`src/rtl/mssd_pkg.sv`:
```
// Shared definitions for the MSSD serial data path: controller state encoding
// and the widths shared between the transmit controller and its word counter.
package mssd_pkg;

   localparam int DEF_WORD_W = 8;
   localparam int CNT_W      = 5;

   typedef enum logic [2:0] {
      ST_IDLE  = 3'd0,
      ST_LOAD  = 3'd1,
      ST_CHECK = 3'd2,
      ST_FETCH = 3'd3,
      ST_SHIFT = 3'd4,
      ST_DEC   = 3'd5,
      ST_DONE  = 3'd6
   } tx_state_t;

endpackage

```
`src/rtl/mssd_tx_shreg.sv`:
```
// Parallel-load, left-shift register for one transmit word, with a bit counter
// that flags the final bit so the controller knows when the word is exhausted.
module mssd_tx_shreg #(
   parameter int WORD_W = 8
) (
   input  logic              clk,
   input  logic              rst,
   input  logic              load,
   input  logic              shift,
   input  logic [WORD_W-1:0] din,
   output logic              msb,
   output logic              last_bit
);

   localparam int BIT_W = (WORD_W > 2) ? $clog2(WORD_W) : 1;
   localparam logic [BIT_W-1:0] LAST_IDX = BIT_W'(WORD_W - 1);

   logic [WORD_W-1:0] shreg;
   logic [BIT_W-1:0]  bit_cnt;

   always_ff @(posedge clk or negedge rst) begin
      if (!rst) begin
         shreg   <= '0;
         bit_cnt <= '0;
      end else if (load) begin
         shreg   <= din;
         bit_cnt <= '0;
      end else if (shift) begin
         shreg   <= {shreg[WORD_W-2:0], 1'b0};
         // Counter stops at the last index; the controller leaves SHIFT there.
         if (bit_cnt != LAST_IDX) begin
            bit_cnt <= bit_cnt + 1'b1;
         end
      end
   end

   assign msb      = shreg[WORD_W-1];
   assign last_bit = (bit_cnt == LAST_IDX);

endmodule

```
`src/rtl/mssd_tx_ctrl.sv`:
```
// Transmit controller: fetches data_num words from a source and serializes each
// MSB-first, driving load/decrement strobes of the downstream word counter.
module mssd_tx_ctrl
   import mssd_pkg::*;
#(
   parameter int WORD_W = DEF_WORD_W
) (
   input  logic              clk,
   input  logic              rst,
   input  logic              start,
   input  logic [CNT_W-1:0]  data_num,
   input  logic [WORD_W-1:0] word_in,
   input  logic              word_valid,
   output logic              word_ready,
   input  logic              abort,
   input  logic              co_d,
   output logic              ld_cnt_d,
   output logic              cnt_d,
   output logic [CNT_W-1:0]  data_num_out,
   output logic              sdo,
   output logic              sdo_valid,
   output logic              busy,
   output logic              done,
   output logic              aborted,
   output tx_state_t         state_dbg
);

   // Source handshake: a word transfers on a rising edge where word_valid and
   // word_ready are both 1; word_ready depends only on state (FETCH), never on
   // word_valid, and the source must hold word_in stable while word_valid is 1.

   tx_state_t state, next_state;
   logic      cancel;
   logic      aborted_q;
   logic      shreg_load;
   logic      shreg_shift;
   logic      shreg_msb;
   logic      last_bit;

   assign cancel = abort && (state != ST_IDLE) && (state != ST_DONE);

   always_ff @(posedge clk or negedge rst) begin
      if (!rst) begin
         state <= ST_IDLE;
      end else begin
         state <= next_state;
      end
   end

   always_comb begin
      next_state = state;
      case (state)
         ST_IDLE:  if (start) next_state = ST_LOAD;
         ST_LOAD:  next_state = ST_CHECK;
         ST_CHECK: next_state = co_d ? ST_DONE : ST_FETCH;
         ST_FETCH: if (word_valid) next_state = ST_SHIFT;
         ST_SHIFT: if (last_bit) next_state = ST_DEC;
         ST_DEC:   next_state = ST_CHECK;
         ST_DONE:  next_state = ST_IDLE;
         default:  next_state = ST_IDLE;
      endcase
      if (cancel) begin
         next_state = ST_IDLE;
      end
   end

   always_comb begin
      word_ready = 1'b0;
      ld_cnt_d   = 1'b0;
      cnt_d      = 1'b0;
      sdo        = 1'b0;
      sdo_valid  = 1'b0;
      done       = 1'b0;
      busy       = (state != ST_IDLE);
      case (state)
         ST_LOAD:  ld_cnt_d   = 1'b1;
         ST_FETCH: word_ready = 1'b1;
         ST_SHIFT: begin
            sdo       = shreg_msb;
            sdo_valid = 1'b1;
         end
         ST_DEC:   cnt_d      = 1'b1;
         ST_DONE:  done       = 1'b1;
         default:  ;
      endcase
   end

   // The cancel pulse is registered so it appears in the first IDLE cycle.
   always_ff @(posedge clk or negedge rst) begin
      if (!rst) begin
         aborted_q    <= 1'b0;
         data_num_out <= '0;
      end else begin
         aborted_q <= cancel;
         if ((state == ST_IDLE) && start) begin
            data_num_out <= data_num;
         end
      end
   end

   assign aborted     = aborted_q;
   assign state_dbg   = state;
   assign shreg_load  = (state == ST_FETCH) && word_valid && !abort;
   assign shreg_shift = (state == ST_SHIFT);

   mssd_tx_shreg #(
      .WORD_W (WORD_W)
   ) u_shreg (
      .clk      (clk),
      .rst      (rst),
      .load     (shreg_load),
      .shift    (shreg_shift),
      .din      (word_in),
      .msb      (shreg_msb),
      .last_bit (last_bit)
   );

endmodule

```
`config.mk`:
```
export PLATFORM = sky130hd
export DESIGN_NAME = mssd_tx_ctrl
export DESIGN_NICKNAME = d
export VERILOG_FILES = /design/src/rtl/mssd_pkg.sv /design/src/rtl/mssd_tx_shreg.sv /design/src/rtl/mssd_tx_ctrl.sv
export SDC_FILE = /design/constraint.sdc
export NUM_CORES = 1
export LEC_CHECK = 0
export ABC_CLOCK_PERIOD_IN_PS = 1400
export BUFFER_PORTS_ARGS = -buffer_cell sky130_fd_sc_hd__buf_2
export CORE_MARGIN = 2
export CORE_UTILIZATION = 44
export CTS_BUF_LIST = sky130_fd_sc_hd__clkbuf_4 sky130_fd_sc_hd__clkbuf_8 sky130_fd_sc_hd__clkbuf_16
export DETAILED_ROUTE_END_ITERATION = 7
export GPL_TIMING_DRIVEN = 1
export PLACE_DENSITY_LB_ADDON = 0.08
export SYNTH_ARGS = -nofsm -noshare
export SYNTH_HDL_FRONTEND = slang
export SYNTH_HIERARCHICAL = 1
export SYNTH_SLANG_ARGS = --single-unit
export TNS_END_PERCENT = 5
```
`constraint.sdc`:
```
create_clock -name clk -period 1.4 [get_ports clk]
set_input_delay 0.07 -clock clk [delete_from_list [all_inputs] [get_ports clk]]
set_output_delay 0.07 -clock clk [all_outputs]
set_load 0.03 [all_outputs]
```
==> out/results.txt <==
Status = finished, violations left
Failing checks = negative setup slack
FP Rows = 17
Share of cells above drive strength 1 = 49.0%
Total congestion overflow = 0
Largest fanout on the critical path = 5
Lkg Pwr = 0.748 nW
Hpwl dp = 1.50 mm
Worst rel slew slack = 70.7%
Worst-margin pin slew = 0.440 ns
Sw power = 1.16 mW
ANT nets after route = 0
Sequential fraction of the synthesis area = 48.0%
Critical path cell sequence = or3_4, nor2_8, mux2_4
Initial antenna violation count = 0
Final Setup Violations = 6
Root buffer cell = clkbuf_4
Clock Latency Late Sink = 0.30 ns
Wirelength per Cell = 12.3 um
FILL cells = 174
Clock-pin slew on the worst setup and hold paths = 0.11 ns
Final worst slack = -0.0442 ns
Port Buffer Count = 34
Syn nets = 111
RSZ-0062 raised after global routing = yes
Die span in y = 52.7 um
Gr usage total = 17.6%
NumNets Final = 169
Number of diodes = 0
Final Cycle Share = 103%
Clock skew = 0.00503 ns
Crit. End Element = register
Reg2reg path depth = 3
WP data required = 1.60 ns
DP Worst Slack = -0.0338 ns
Vias in the first global route = 782
Largest area contributor in the netlist = dfrtp_1
Vias per cell = 4.75
H-tree depth = 1
Die area = 2780 sq um
Internal reg-to-reg setup slack = -0.04 ns
GPL Wtd Cong = 0.768
Top cell type's share of synthesized area = 48.0%
Fmax = 0.692 GHz
DRC viols = 0
Cts bufs inserted = 3
Final hold vios = 0
Placed cell area = 1280 sq um
Synth unique cells = 30
Int Pwr = 1.85 mW
Seq cells post-synth = 20
Sw Share = 38.6%
Hold Crit Start = word_valid
First-pass GRT wire length = 3.51 mm
MaxCap Viol Count = 0
Commonest cells after routing, fill and taps aside = 30 x buf_2, 17 x dfrtp_1, 15 x dlygate4sd3_1
Largest stage delay, worst path = 0.46 ns
Design Area, Final = 1540 sq um
Warnings from Yosys = 6
Top Family by Delay on Critical Path = simple AND/OR/NAND/NOR gates
Aggregate routed wire length = 2.16 mm
Worst VDD drop = 1.21 mV
Hold depth = 3
CP bufs+invs = 0
Largest net degree at the start of global routing = 21
Max Slew Vio Count = 0
Max stage delay cell, worst path = dfrtp_2
Synth top area cells = dfrtp_1 48%, mux2i_1 8.6%, mux2_4 7.2%
Initial core utilization = 46.7%
# IOs = 35
Synth Area per Inst = 11.6 sq um
Worst Hold Path EP = state_dbg[2]
RR Startpoint = state_dbg[1]
DRT Pass-1 Iters = 2
Initial DRC Count = 1
Longest Clk Path Bufs = 2
Min Tclk post-route = 1.44 ns
DR vias = 831
Tightest Hold Check Type = primary input to register
Synthesized instance count = 90
CP Launch Type = register
Leading cell type in the layout, fill and taps excluded = buf_2
Combinational power share = 50.1%
Crit path kind = register to register
Clock tree from TritonCTS = done
Die W = 52.7 um
Sequential power share = 34.4%
Reg-to-Reg End = data_num_out[0]
CTS sink count = 20
Mapped Area = 1040 sq um
Layout area overhead = 47.5%
Crit path DAT = 1.64 ns
Clock power frac = 15.5%
Core Area = 2230 sq um
PwrDens = 1960 nW/um^2
area by class of cell:
cell class / count / area, sq um / share of cell area, %
Sequential cell: 20 / 504 / 32.8
Clock buffer: 3 / 22.5 / 1.46
Tap cell: 28 / 35.0 / 2.28
Timing Repair Buffer: 59 / 425 / 27.6
Multi-Input combinational cell: 63 / 518 / 33.7
Clock inverter: 1 / 30.0 / 1.95
Inverter: 1 / 3.75 / 0.244
metrics by stage:
step / util, % / total power [mW] / std cells / TNS (ns) / hold WS, ns
final: 68.9 / 3.02 / 175 / -0.248 / 0.0403
after global routing: 68.9 / 3.23 / 175 / -0.585 / 0.0298
after CTS: 67.3 / 2.98 / 175 / -0.139 / 0.0427
after detailed placement: 57.3 / 2.45 / 154 / -0.162 / 0.0465
after global placement: 57.3 / 2.39 / 154 / -0.0567 / 0.0378
after floorplan: - / 2.05 / 90 / -3.79 / -0.226
cell families (layout without fill, tap and decap cells):
| group | Yosys count | after routing | share of synthesized area, % |
|---|---|---|---|
| simple gates | 31 | 31 | 18.7 |
| flops | 20 | 20 | 48.0 |
| compound gates | 15 | 15 | 9.23 |
| mux | 14 | 14 | 15.8 |
| buf+inv | 7 | 64 | 5.03 |
| fa+ha+maj | 2 | 2 | 2.40 |
| xor+xnor | 1 | 1 | 0.839 |
how the worst max path moves through the flow:
stage	from	to	slack, ns	cells past startpoint
after floorplan	state_dbg[1]	data_num_out[0]	-0.27	4
after global placement	state_dbg[0]	data_num_out[0]	-0.01	3
after detailed placement	state_dbg[0]	data_num_out[0]	-0.03	3
after CTS	state_dbg[0]	sdo	-0.03	4
after global routing	state_dbg[1]	busy	-0.08	2
final	state_dbg[1]	data_num_out[0]	-0.04	3
what timing repair did:
item	in CTS	in global routing
hold endpoints to repair	35	0
setup endpoints to repair	9	19
pin swaps	2	0
hold buffers	15	0
gates resized for setup	3	11
buffers inserted	2	0
worst reg2reg max path: stages (launching register included):
cell     delay [ns]
dfrtp_2        0.46
or3_4          0.42
nor2_8         0.16
mux2_4         0.31
cells in the mapped netlist (all sizes together):
cell and number:
dfrtp 20, nand2 10, mux2i 9, nor2 9, o21ai 7, buf 5, mux2 5, and3b 3
a21o 2, a21oi 2, ha 2, nand2b 2, a211oi 1, a22o 1, and2 1, and3 1
clkbuf 1, inv 1, nand3b 1, nand4bb 1, nor3 1, nor3b 1, o211a 1, o31ai 1
or3 1, xor2 1
power groups by stage:
stage | logic [mW] | registers, mW | clock network (mW)
2_1_floorplan | 0.831 | 1.22 | 0
3_3_place_gp | 1.38 | 1.02 | 0
3_5_place_dp | 1.42 | 1.03 | 0
4_1_cts | 1.48 | 1.02 | 0.481
5_1_grt | 1.65 | 1.07 | 0.505
6_report | 1.51 | 1.04 | 0.468
state kept, by name, indices dropped and copies added (netlist names):
register	flops
u_shreg/shreg	8
data_num_out	5
state_dbg	3
u_shreg/bit_cnt	3
aborted	1
layer usage:
metal  routed length [um]  global-route usage (%)  up-vias
met3                  101                    6.00        2
met1                 1010                    22.1      384
met5                    0                       0        -
met4                    9                    3.85        0
met2                 1030                    29.2       20
li1                     -                       -      425
No activity file was read; power rests on OpenSTA's default activity.
